[src/rtl/nibble_serial_adder_if.sv]
// Valid/ready operand and result channel for the nibble-serial adder.
// The master drives operands and result acceptance; the slave is the adder.
interface nibble_serial_adder_if #(
  parameter int NIBBLES = 4
);
  localparam int W = 4 * NIBBLES;

  logic         in_valid;
  logic         in_ready;
  logic [W-1:0] a;
  logic [W-1:0] b;
  logic         cin;
  logic         out_valid;
  logic         out_ready;
  logic [W-1:0] sum;
  logic         cout;
  logic         ovf;
  logic         busy;

  modport master (
    output in_valid, a, b, cin, out_ready,
    input  in_ready, out_valid, sum, cout, ovf, busy
  );

  modport slave (
    input  in_valid, a, b, cin, out_ready,
    output in_ready, out_valid, sum, cout, ovf, busy
  );
endinterface

[src/rtl/nibble_serial_adder.sv]
// Serial adder: one 4-bit carry-lookahead slice processes one nibble per cycle,
// so a W-bit add takes NIBBLES cycles between accept and result.
module nibble_serial_adder #(
  parameter int NIBBLES = 4
) (
  input  logic                 clk,
  input  logic                 rst_n,
  nibble_serial_adder_if.slave bus
);

  localparam int W     = 4 * NIBBLES;
  localparam int IDX_W = $clog2(NIBBLES);
  localparam logic [IDX_W-1:0] LAST_IDX = IDX_W'(NIBBLES - 1);

  typedef enum logic [1:0] {
    IDLE = 2'd0,
    ADD  = 2'd1,
    DONE = 2'd2
  } state_t;

  state_t           state_q, state_d;
  logic [W-1:0]     a_q, a_d;
  logic [W-1:0]     b_q, b_d;
  logic [W-1:0]     sum_q, sum_d;
  logic             carry_q, carry_d;
  logic             cout_q, cout_d;
  logic             ovf_q, ovf_d;
  logic [IDX_W-1:0] idx_q, idx_d;

  logic             in_ready;
  logic             out_valid;
  logic             busy;
  logic             accept;
  logic             last_nib;
  logic [3:0]       a_nib;
  logic [3:0]       b_nib;
  logic [5:0]       slice;

  // Returns {c3, c4, s[3:0]}; every carry is a flat sum of products of g/p and c0.
  function automatic logic [5:0] cla4(input logic [3:0] x,
                                      input logic [3:0] y,
                                      input logic       c0);
    logic [3:0] g;
    logic [3:0] p;
    logic       c1, c2, c3, c4;
    g  = x & y;
    p  = x ^ y;
    c1 = g[0] | (p[0] & c0);
    c2 = g[1] | (p[1] & g[0]) | (p[1] & p[0] & c0);
    c3 = g[2] | (p[2] & g[1]) | (p[2] & p[1] & g[0])
       | (p[2] & p[1] & p[0] & c0);
    c4 = g[3] | (p[3] & g[2]) | (p[3] & p[2] & g[1])
       | (p[3] & p[2] & p[1] & g[0]) | (p[3] & p[2] & p[1] & p[0] & c0);
    return {c3, c4, p ^ {c3, c2, c1, c0}};
  endfunction

  assign accept   = bus.in_valid && in_ready;
  assign last_nib = (idx_q == LAST_IDX);

  always_ff @(posedge clk) begin
    if (!rst_n) begin
      state_q <= IDLE;
    end else begin
      state_q <= state_d;
    end
  end

  always_comb begin
    state_d = state_q;
    unique case (state_q)
      IDLE: if (accept) state_d = ADD;
      ADD:  if (last_nib) state_d = DONE;
      DONE: begin
        if (bus.out_ready) state_d = accept ? ADD : IDLE;
      end
      default: state_d = IDLE;
    endcase
  end

  always_comb begin
    in_ready  = 1'b0;
    out_valid = 1'b0;
    busy      = 1'b0;
    unique case (state_q)
      IDLE: in_ready = 1'b1;
      ADD:  busy = 1'b1;
      DONE: begin
        out_valid = 1'b1;
        in_ready  = bus.out_ready;
      end
      default: in_ready = 1'b0;
    endcase
  end

  always_comb begin
    a_nib = '0;
    b_nib = '0;
    for (int n = 0; n < NIBBLES; n++) begin
      if (idx_q == IDX_W'(n)) begin
        a_nib = a_q[n*4 +: 4];
        b_nib = b_q[n*4 +: 4];
      end
    end
  end

  assign slice = cla4(a_nib, b_nib, carry_q);

  // Result fields change only inside ADD; in DONE they hold until released.
  always_comb begin
    a_d     = a_q;
    b_d     = b_q;
    sum_d   = sum_q;
    carry_d = carry_q;
    cout_d  = cout_q;
    ovf_d   = ovf_q;
    idx_d   = idx_q;
    if (state_q == ADD) begin
      for (int n = 0; n < NIBBLES; n++) begin
        if (idx_q == IDX_W'(n)) sum_d[n*4 +: 4] = slice[3:0];
      end
      carry_d = slice[4];
      idx_d   = idx_q + IDX_W'(1);
      if (last_nib) begin
        cout_d = slice[4];
        ovf_d  = slice[5] ^ slice[4];
      end
    end
    if (accept) begin
      a_d     = bus.a;
      b_d     = bus.b;
      carry_d = bus.cin;
      idx_d   = '0;
    end
  end

  always_ff @(posedge clk) begin
    if (!rst_n) begin
      sum_q   <= '0;
      carry_q <= 1'b0;
      cout_q  <= 1'b0;
      ovf_q   <= 1'b0;
      idx_q   <= '0;
    end else begin
      sum_q   <= sum_d;
      carry_q <= carry_d;
      cout_q  <= cout_d;
      ovf_q   <= ovf_d;
      idx_q   <= idx_d;
    end
  end

  // Operand latches need no reset: they are only read after an accept.
  always_ff @(posedge clk) begin
    a_q <= a_d;
    b_q <= b_d;
  end

  assign bus.in_ready  = in_ready;
  assign bus.out_valid = out_valid;
  assign bus.busy      = busy;
  assign bus.sum       = sum_q;
  assign bus.cout      = cout_q;
  assign bus.ovf       = ovf_q;

endmodule

[src/flat_wrapper.sv]
// flat-port wrapper written by rule: the top's interface ports become plain ports
module nibble_serial_adder_flat 
#(
  parameter int NIBBLES = 4
)
  (clk, rst_n, bus_in_valid, bus_a, bus_b, bus_cin, bus_out_ready, bus_in_ready, bus_out_valid, bus_sum, bus_cout, bus_ovf, bus_busy);
  nibble_serial_adder_if #(.NIBBLES(NIBBLES)) bus_i ();
  input  logic clk;
  input  logic rst_n;
  input wire logic [$bits(bus_i.in_valid)-1:0] bus_in_valid;
  input wire logic [$bits(bus_i.a)-1:0] bus_a;
  input wire logic [$bits(bus_i.b)-1:0] bus_b;
  input wire logic [$bits(bus_i.cin)-1:0] bus_cin;
  input wire logic [$bits(bus_i.out_ready)-1:0] bus_out_ready;
  output wire logic [$bits(bus_i.in_ready)-1:0] bus_in_ready;
  output wire logic [$bits(bus_i.out_valid)-1:0] bus_out_valid;
  output wire logic [$bits(bus_i.sum)-1:0] bus_sum;
  output wire logic [$bits(bus_i.cout)-1:0] bus_cout;
  output wire logic [$bits(bus_i.ovf)-1:0] bus_ovf;
  output wire logic [$bits(bus_i.busy)-1:0] bus_busy;
  assign bus_i.in_valid = bus_in_valid;
  assign bus_i.a = bus_a;
  assign bus_i.b = bus_b;
  assign bus_i.cin = bus_cin;
  assign bus_i.out_ready = bus_out_ready;
  assign bus_in_ready = bus_i.in_ready;
  assign bus_out_valid = bus_i.out_valid;
  assign bus_sum = bus_i.sum;
  assign bus_cout = bus_i.cout;
  assign bus_ovf = bus_i.ovf;
  assign bus_busy = bus_i.busy;
  nibble_serial_adder #(.NIBBLES(NIBBLES)) u_core (.clk(clk), .rst_n(rst_n), .bus(bus_i));
endmodule
[config.mk]
export PLATFORM = sky130hd
export DESIGN_NAME = nibble_serial_adder_flat
export DESIGN_NICKNAME = d
export VERILOG_FILES = /design/src/rtl/nibble_serial_adder_if.sv /design/src/rtl/nibble_serial_adder.sv /design/src/flat_wrapper.sv
export SDC_FILE = /design/constraint.sdc
export NUM_CORES = 1
export LEC_CHECK = 0
export CAP_MARGIN = 20
export CORE_MARGIN = 1.5
export CORE_UTILIZATION = 44
export DETAILED_ROUTE_END_ITERATION = 6
export GPL_TIMING_DRIVEN = 0
export MAX_ROUTING_LAYER = met4
export PLACE_DENSITY = 0.75
export SETUP_SLACK_MARGIN = 0.1
export SLEW_MARGIN = 20
export SYNTH_ARGS = -nofsm -noshare
export SYNTH_HDL_FRONTEND = slang
export SYNTH_SLANG_ARGS = --single-unit
[constraint.sdc]
create_clock -name clk -period 2.9 [get_ports clk]
set_clock_uncertainty 0.2 [all_clocks]
set_input_delay 0.29 -clock clk [delete_from_list [all_inputs] [get_ports clk]]
set_output_delay 0.29 -clock clk [all_outputs]
set_load 0.02 [all_outputs]
==> impl_metrics.json, run 1 <==
{
  "status": "finished clean",
  "synth_edf_count": 32,
  "min_from": "u_core.bus.sum[2]$_SDFFE_PN0P_",
  "cap_viol_max_count": 0,
  "core.rowCount": 26,
  "fillerInstances": 425,
  "drc": 0,
  "grt_first_pass_wirelength_um": 7840,
  "r2r_cells": 10,
  "stdcell_count": 343,
  "timing.rr.end": "u_core.bus.ovf$_SDFFE_PN0P_",
  "finalHoldViolations": 0,
  "yosysMostFrequentCell": "nand2_1",
  "cts_tree": "done",
  "synth_cell_types": 34,
  "antenna_found_initial": 0,
  "irDropWorstVdd_mv": 0.333,
  "vias_per_cell": 5.17,
  "htree_levels": 2,
  "hold_depth": 2,
  "synth_ff_type": "edfxtp_1",
  "num_vias": 1773,
  "period_minus_slack_ns": 2.59,
  "clock_path_buffers": 2,
  "fin_crit_sh_pct": 89.4,
  "place_area_mm2": 0.00310,
  "tightest_slew_ns": 0.643,
  "die_w_um": 77.4,
  "crit_arrival_ns": 2.59,
  "crit_path_start_kind": "flip-flop",
  "io_pins": 58,
  "yosysWarnings": 0,
  "chipHeight_um": 77.4,
  "initial_core_util_pct": 46.5,
  "clock_latency_ns": 0.32,
  "grt_start_max_net_pins": 33,
  "setup_ws_ns": 0.308,
  "async_reset_ff_share_pct": 0,
  "numCtsBuffers": 5,
  "synthTopCellsByCount": "nand2_1, edfxtp_1, dfxtp_1",
  "slew_headroom_pct": 57.1,
  "reg2reg_setup_slack_ns": 0.31,
  "worstPathMaxFanout": 10,
  "fmax_mhz": 386,
  "track_usage_pct": 17.0,
  "n_antenna_cell": 0,
  "antenna_left": 0,
  "seq_area_mm2": 0.00143,
  "synth_cells": 208,
  "fin_tns_setup_ns": 0,
  "globalRouteMet1Util_pct": 23.0,
  "syn_area_mm2": 0.00244,
  "critical_path_required_ns": 2.90,
  "whs_ns": 0.288,
  "rsz0062_at_grt": "no",
  "drv_slew": 0,
  "gr-total-overflow": 0,
  "dp_cells": 335,
  "dp_slack_ns": -0.227,
  "drt_wl_total_um": 4680,
  "clock_sinks": 55,
  "synth_top_cell_area_share_pct": 39.4,
  "synth_area_leader_cell": "edfxtp_1",
  "grtUsageMet2_pct": 25.9,
  "use_met3_pct": 4.35,
  "area_growth_pct": 37.2,
  "hold_path_end": "u_core.bus.sum[2]$_SDFFE_PN0P_",
  "synth.ff_latch_count": 55,
  "clk_pin_slew_worst_paths_ns": 0.10,
  "drive_gt1_share_pct": 15.4,
  "multiInputGateArea_mm2": 0.00102,
  "leakagePower_nw": 1.20,
  "final_nets": 318,
  "finalSetupViolations": 0,
  "firstDrtPassIters": 4,
  "total_power_mw": 1.83,
  "dp_hpwl_um": 3390,
  "core_mm2": 0.00524,
  "ys_seq_area_share_pct": 58.3,
  "r2r-start": "u_core.idx_q[0]$_SDFFE_PP0P_",
  "crit_path_end_kind": "flip-flop",
  "crit_type": "reg2reg",
  "drt_iter0_drc": 85,
  "portBuffers": 57,
  "finalInstanceArea_mm2": 0.00334,
  "top_usage_layer": "met2",
  "dieArea_mm2": 0.00599,
  "yosys-top-cells-area": "edfxtp_1, dfxtp_1, nand2_1",
  "final_core_util_pct": 63.9,
  "cts_hold_buf": 0,
  "syn_area_per_cell_um2": 11.7,
  "worstHoldPathType": "reg2reg",
  "clockRootBuffer": "clkbuf_8",
  "p_per_area_mw_per_mm2": 548,
  "gp_congestion": 0.806,
  "synth_nets": 254,
  "wl_per_cell_um": 13.6,
  "grt_pass1_vias": 1661
}
==> metal layers <==
metal	part of all wire (%)	up-vias	routed length, um
met5	0	-	0
met3	5.2	4	244
li1	-	884	-
met4	0.49	0	23
met1	45	825	2120
met2	49	60	2290
==> flip-flops by register name, summed over array words and instances (netlist names) <==
register / count
u_core.bus.sum: 16
u_core.b_q: 16
u_core.idx_q: 2
u_core.carry_q: 1
u_core.state_q: 2
u_core.bus.ovf: 1
u_core.a_q: 16
u_core.bus.cout: 1
==> critical path: stages, from the launching register on <==
cell and delay [ns]:
dfxtp_4 0.39, inv_2 0.06, ha_2 0.22, buf_4 0.19, a221oi_1 0.28, o31ai_1 0.11
ha_1 0.38, o21ai_2 0.09, o21bai_1 0.23, mux2i_1 0.25, a21oi_1 0.08
==> placed cells by master, fill, tap and decap left out, drive strengths merged, types with 3 or more instances in the layout <==
master	instances
buf	9
a221oi	6
o221ai	5
o21ai	6
ha	8
clkdlybuf4s50	57
nand4	4
o32ai	4
edfxtp	32
o31ai	6
nor2b	14
nor2	6
and2b	3
clkbuf	9
and2	5
mux2i	5
o211a	4
nand2	34
dfxtp	23
a21oi	12
inv	5
==> kinds of logic after synthesis <==
kind of cell / count (synthesis) / synth area share, %
muxes: 5 / 2.05
AOI/OAI and AO/OA: 50 / 14.8
adders and majority gates: 9 / 4.93
buffers and inverters: 17 / 4.36
DFF: 55 / 58.3
and+or+nand+nor: 70 / 14.8
xor gates and xnor gates: 2 / 0.719
==> power breakdown <==
group	switching, mW	total (mW)	internal, mW
combinational	0.214	0.418	0.204
clock	0.253	0.513	0.260
sequential	0.0247	0.903	0.878
==> worst max-delay path by stage <==
stage | slack, ns | end | start
4_1_cts | 0.13 | u_core.bus.sum[7]$_SDFFE_PN0P_ | u_core.idx_q[1]$_SDFFE_PP0P_
2_1_floorplan | 0.14 | u_core.bus.sum[11]$_SDFFE_PN0P_ | u_core.idx_q[0]$_SDFFE_PP0P_
6_report | 0.31 | u_core.bus.ovf$_SDFFE_PN0P_ | u_core.idx_q[0]$_SDFFE_PP0P_
3_3_place_gp | -0.23 | u_core.bus.sum[7]$_SDFFE_PN0P_ | u_core.idx_q[0]$_SDFFE_PP0P_
3_5_place_dp | -0.23 | u_core.bus.sum[7]$_SDFFE_PN0P_ | u_core.idx_q[0]$_SDFFE_PP0P_
5_1_grt | 0.08 | u_core.bus.ovf$_SDFFE_PN0P_ | u_core.idx_q[0]$_SDFFE_PP0P_
==> area by class of cell <==
| class | count | area share [%] |
|---|---|---|
| Inverter | 4 | 0.449 |
| Sequential cell | 55 | 42.6 |
| Multi-Input combinational cell | 136 | 30.4 |
| Buffer | 13 | 3.40 |
| Clock buffer | 5 | 2.06 |
| Timing Repair Buffer | 57 | 17.1 |
| Tap cell | 70 | 2.62 |
| Clock inverter | 3 | 1.38 |
==> timing repair <==
item,CTS,global route
endpoints found under the setup margin,15,15
pin swaps,2,5
hold endpoints to repair,0,0
gates resized for setup,15,26
setup buffers,0,0
Power figures use the tool's default switching activity.
==> run 2, diff against run 1 <==
--- a/config.mk
+++ b/config.mk
@@ -5,9 +5,11 @@
 export SDC_FILE = /design/constraint.sdc
 export NUM_CORES = 1
 export LEC_CHECK = 0
+export ABC_AREA = 1
 export CAP_MARGIN = 20
 export CORE_MARGIN = 1.5
 export CORE_UTILIZATION = 44
+export CTS_CLUSTER_DIAMETER = 80
 export DETAILED_ROUTE_END_ITERATION = 6
 export GPL_TIMING_DRIVEN = 0
 export MAX_ROUTING_LAYER = met4
==> constraint.sdc (replaced) <==
create_clock -name clk -period 2.9 [get_ports clk]
set_clock_uncertainty 0.2 [all_clocks]
set_input_delay 0.87 -clock clk [delete_from_list [all_inputs] [get_ports clk]]
set_output_delay 0.87 -clock clk [all_outputs]
set_load 0.02 [all_outputs]
==> run 2 against run 1 <==
Sequential cell count did not move. Synthesized cell count up 16%. Wire length shrank 0.88%. Sequential share of layout area grew 1.1 points. Fmax shrank 5.9%. Setup slack lost 0.16 ns. Combinational power decreased by 11%. Global-route usage down 0.25 points. Sequential power is 2% lower. Cell area down 2.2%. Non-clock buffer count fell by 3. Count of clock-buffer cells in the layout is the same. Largest cell class unchanged. Highest routed layer unchanged.
==> impl_metrics.json, run 2 <==
{
  "final_nets": 354,
  "numCtsBuffers": 5,
  "synth_cells": 242,
  "multiInputGateArea_um2": 900,
  "critical_path_required_ns": 1.83,
  "worst-path-buf-inv": 3,
  "crit_type": "in2out",
  "clk_pin_slew_worst_paths_ns": 0.10,
  "antenna_found_initial": 0,
  "grt_pass1_vias": 1693,
  "final_cell_mix": "clkdlybuf4s50_1, nand2_1, edfxtp_1, inv_1, dfxtp_1",
  "firstDrtPassIters": 4,
  "yosys-top-cells-area": "edfxtp_1, dfxtp_1, nand2_1",
  "whs_ns": 0.275,
  "reg2reg_setup_slack_ns": 0.31,
  "clock_path_buffers": 2,
  "crit_path_end_kind": "primary output",
  "path_cells": "clkdlybuf4s50_1 > inv_1 > a21oi_2 > buf_4",
  "timing.rr.end": "u_core.bus.ovf$_SDFFE_PN0P_",
  "vias_per_cell": 4.87,
  "drt_wl_total_um": 4630,
  "startpoint": "bus_out_ready",
  "wl_per_cell_um": 12.2,
  "track_usage_pct": 16.8,
  "drt_iter0_drc": 61,
  "rsz0062_at_grt": "yes",
  "status": "finished clean",
  "gr-total-overflow": 0,
  "core_mm2": 0.00524,
  "period_minus_slack_ns": 2.76,
  "leakagePower_nw": 1.31,
  "finalHoldViolations": 0,
  "r2r-start": "u_core.idx_q[1]$_SDFFE_PP0P_",
  "path_delay_family": "buffers and inverters",
  "tightest_slew_ns": 0.697,
  "syn_area_per_cell_um2": 10.1,
  "portBuffers": 56,
  "dieArea_mm2": 0.00602,
  "final_core_util_pct": 62.4,
  "crit_path_start_kind": "input pin",
  "synth_edf_count": 32,
  "drive_gt1_share_pct": 15.5,
  "stdcell_count": 379,
  "fillerInstances": 422,
  "fin_tns_setup_ns": 0,
  "setup.worst_path.end": "bus_in_ready",
  "clock_sinks": 55,
  "gp_congestion": 0.837,
  "path_depth": 4,
  "worstPathMaxFanout": 2,
  "yosysMostFrequentCell": "nand2_1",
  "worstHoldPathType": "reg2reg",
  "initial_core_util_pct": 46.8,
  "setup_ws_ns": 0.144,
  "fin_crit_sh_pct": 95.0,
  "n_antenna_cell": 0,
  "htree_levels": 2,
  "slew_headroom_pct": 53.4,
  "dp_hpwl_um": 3460,
  "cp_slowest_cell": "clkdlybuf4s50_1",
  "synthTopCellsByCount": "nand2_1, edfxtp_1, dfxtp_1",
  "synth.ff_latch_count": 55,
  "drv_slew": 0,
  "cts_tree": "done",
  "synth_ff_type": "edfxtp_1",
  "clockRootBuffer": "clkbuf_8",
  "p_per_area_mw_per_mm2": 517,
  "r2r_cells": 16,
  "ys_seq_area_share_pct": 58.0,
  "num_vias": 1847,
  "die_w_um": 77.6,
  "clock_latency_ns": 0.30,
  "antenna_left": 0,
  "finalSetupViolations": 0,
  "irDropWorstVdd_mv": 0.356,
  "cap_viol_max_count": 0,
  "synth_top_cell_area_share_pct": 39.2,
  "core.rowCount": 26,
  "grt_first_pass_wirelength_um": 7850,
  "synth_cell_types": 30,
  "dp_cells": 368,
  "area_growth_pct": 33.5,
  "synth_nets": 288,
  "seq_area_mm2": 0.00143,
  "final_common_cell": "clkdlybuf4s50_1",
  "grt_start_max_net_pins": 36,
  "chipHeight_um": 77.6,
  "dp_slack_ns": -0.330,
  "io_pins": 58,
  "crit_arrival_ns": 1.69,
  "synth_area_leader_cell": "edfxtp_1",
  "syn_area_mm2": 0.00245,
  "drc": 0,
  "fmax_mhz": 363,
  "async_reset_ff_share_pct": 0,
  "yosysWarnings": 0,
  "cpPeakStageDelay_ns": 0.46
}
==> run 2: cell types whose count changed in the layout (fill, tap and decap cells not counted), moves of 5 or more <==
cell,delta
nor2b_1,-12
buf_6,-5
o21a_1,+5
o211ai_1,+8
a21oi_1,+5
nand2_1,+13
inv_2,+5
o221ai_1,-5
nand3_1,+16
mux2i_1,-5
buf_4,+6
inv_1,+20
==> run 2: worst min-delay path by stage <==
stage,endpoint,startpoint,cells past startpoint
after global routing,u_core.bus.sum[0]$_SDFFE_PN0P_,u_core.bus.sum[0]$_SDFFE_PN0P_,2
after CTS,u_core.bus.sum[8]$_SDFFE_PN0P_,u_core.bus.sum[8]$_SDFFE_PN0P_,2
after floorplan,u_core.idx_q[1]$_SDFFE_PP0P_,u_core.idx_q[1]$_SDFFE_PP0P_,2
final,u_core.bus.sum[4]$_SDFFE_PN0P_,u_core.bus.sum[4]$_SDFFE_PN0P_,2
after detailed placement,u_core.bus.sum[8]$_SDFFE_PN0P_,u_core.bus.sum[8]$_SDFFE_PN0P_,2
after global placement,u_core.bus.sum[8]$_SDFFE_PN0P_,u_core.bus.sum[8]$_SDFFE_PN0P_,2
==> run 2: cell type report <==
type / instances / area share [%]
inverter: 31 / 3.71
tap: 70 / 2.68
sequential: 55 / 43.7
timing repair buffer: 59 / 17.8
buffer: 8 / 1.80
multi-input combinational: 148 / 27.5
clock buffer: 5 / 2.10
clock inverter: 3 / 0.727
==> run 2: worst reg2reg max path: cells and delay by family, from the launching register on <==
kind / cells / cell delay (ns)
flops: 1 / 0.37
simple gates: 7 / 0.54
buf+inv: 4 / 0.40
fa+ha+maj: 2 / 0.48
compound gates: 3 / 0.51
==> run 2: cell families (layout without fill, tap and decap cells) <==
family | Yosys count | count (layout) | share of synthesized area [%]
compound gates | 53 | 53 | 13.3
fa+ha+maj | 9 | 9 | 4.90
buf+inv | 39 | 106 | 7.10
xor+xnor | 2 | 2 | 0.715
flops | 55 | 55 | 58.0
simple gates | 84 | 84 | 15.9
==> run 2: repair_timing <==
item                       in CTS  in global routing
gates resized for setup         5                 20
setup endpoints to repair       2                 12
setup buffers                   0                  3
hold buffers                    0                  0
pin swaps                       0                  3
==> run 2: where the power goes <==
group          total (mW)  switching (mW)  leakage [nW]  internal (mW)
logic               0.374           0.210         0.775          0.164
clock network       0.428           0.255        0.0408          0.173
registers           0.889          0.0174         0.495          0.872
==> run 2: metrics by stage <==
| stage | instance area, um2 | power [mW] |
|---|---|---|
| floorplan | 2450 | 1.13 |
| global placement | 3100 | 1.25 |
| detailed placement | 3100 | 1.26 |
| CTS | 3190 | 1.68 |
| global route | 3270 | 1.80 |
| finish | 3270 | 1.69 |
==> run 2: metal layers <==
metal / track usage [%] / vias to the layer above / routed length [um]
met5: - / - / 0
met4: 4.18 / 0 / 29
met3: 3.65 / 4 / 267
met2: 27.6 / 62 / 2280
met1: 21.0 / 830 / 2060
li1: - / 951 / -
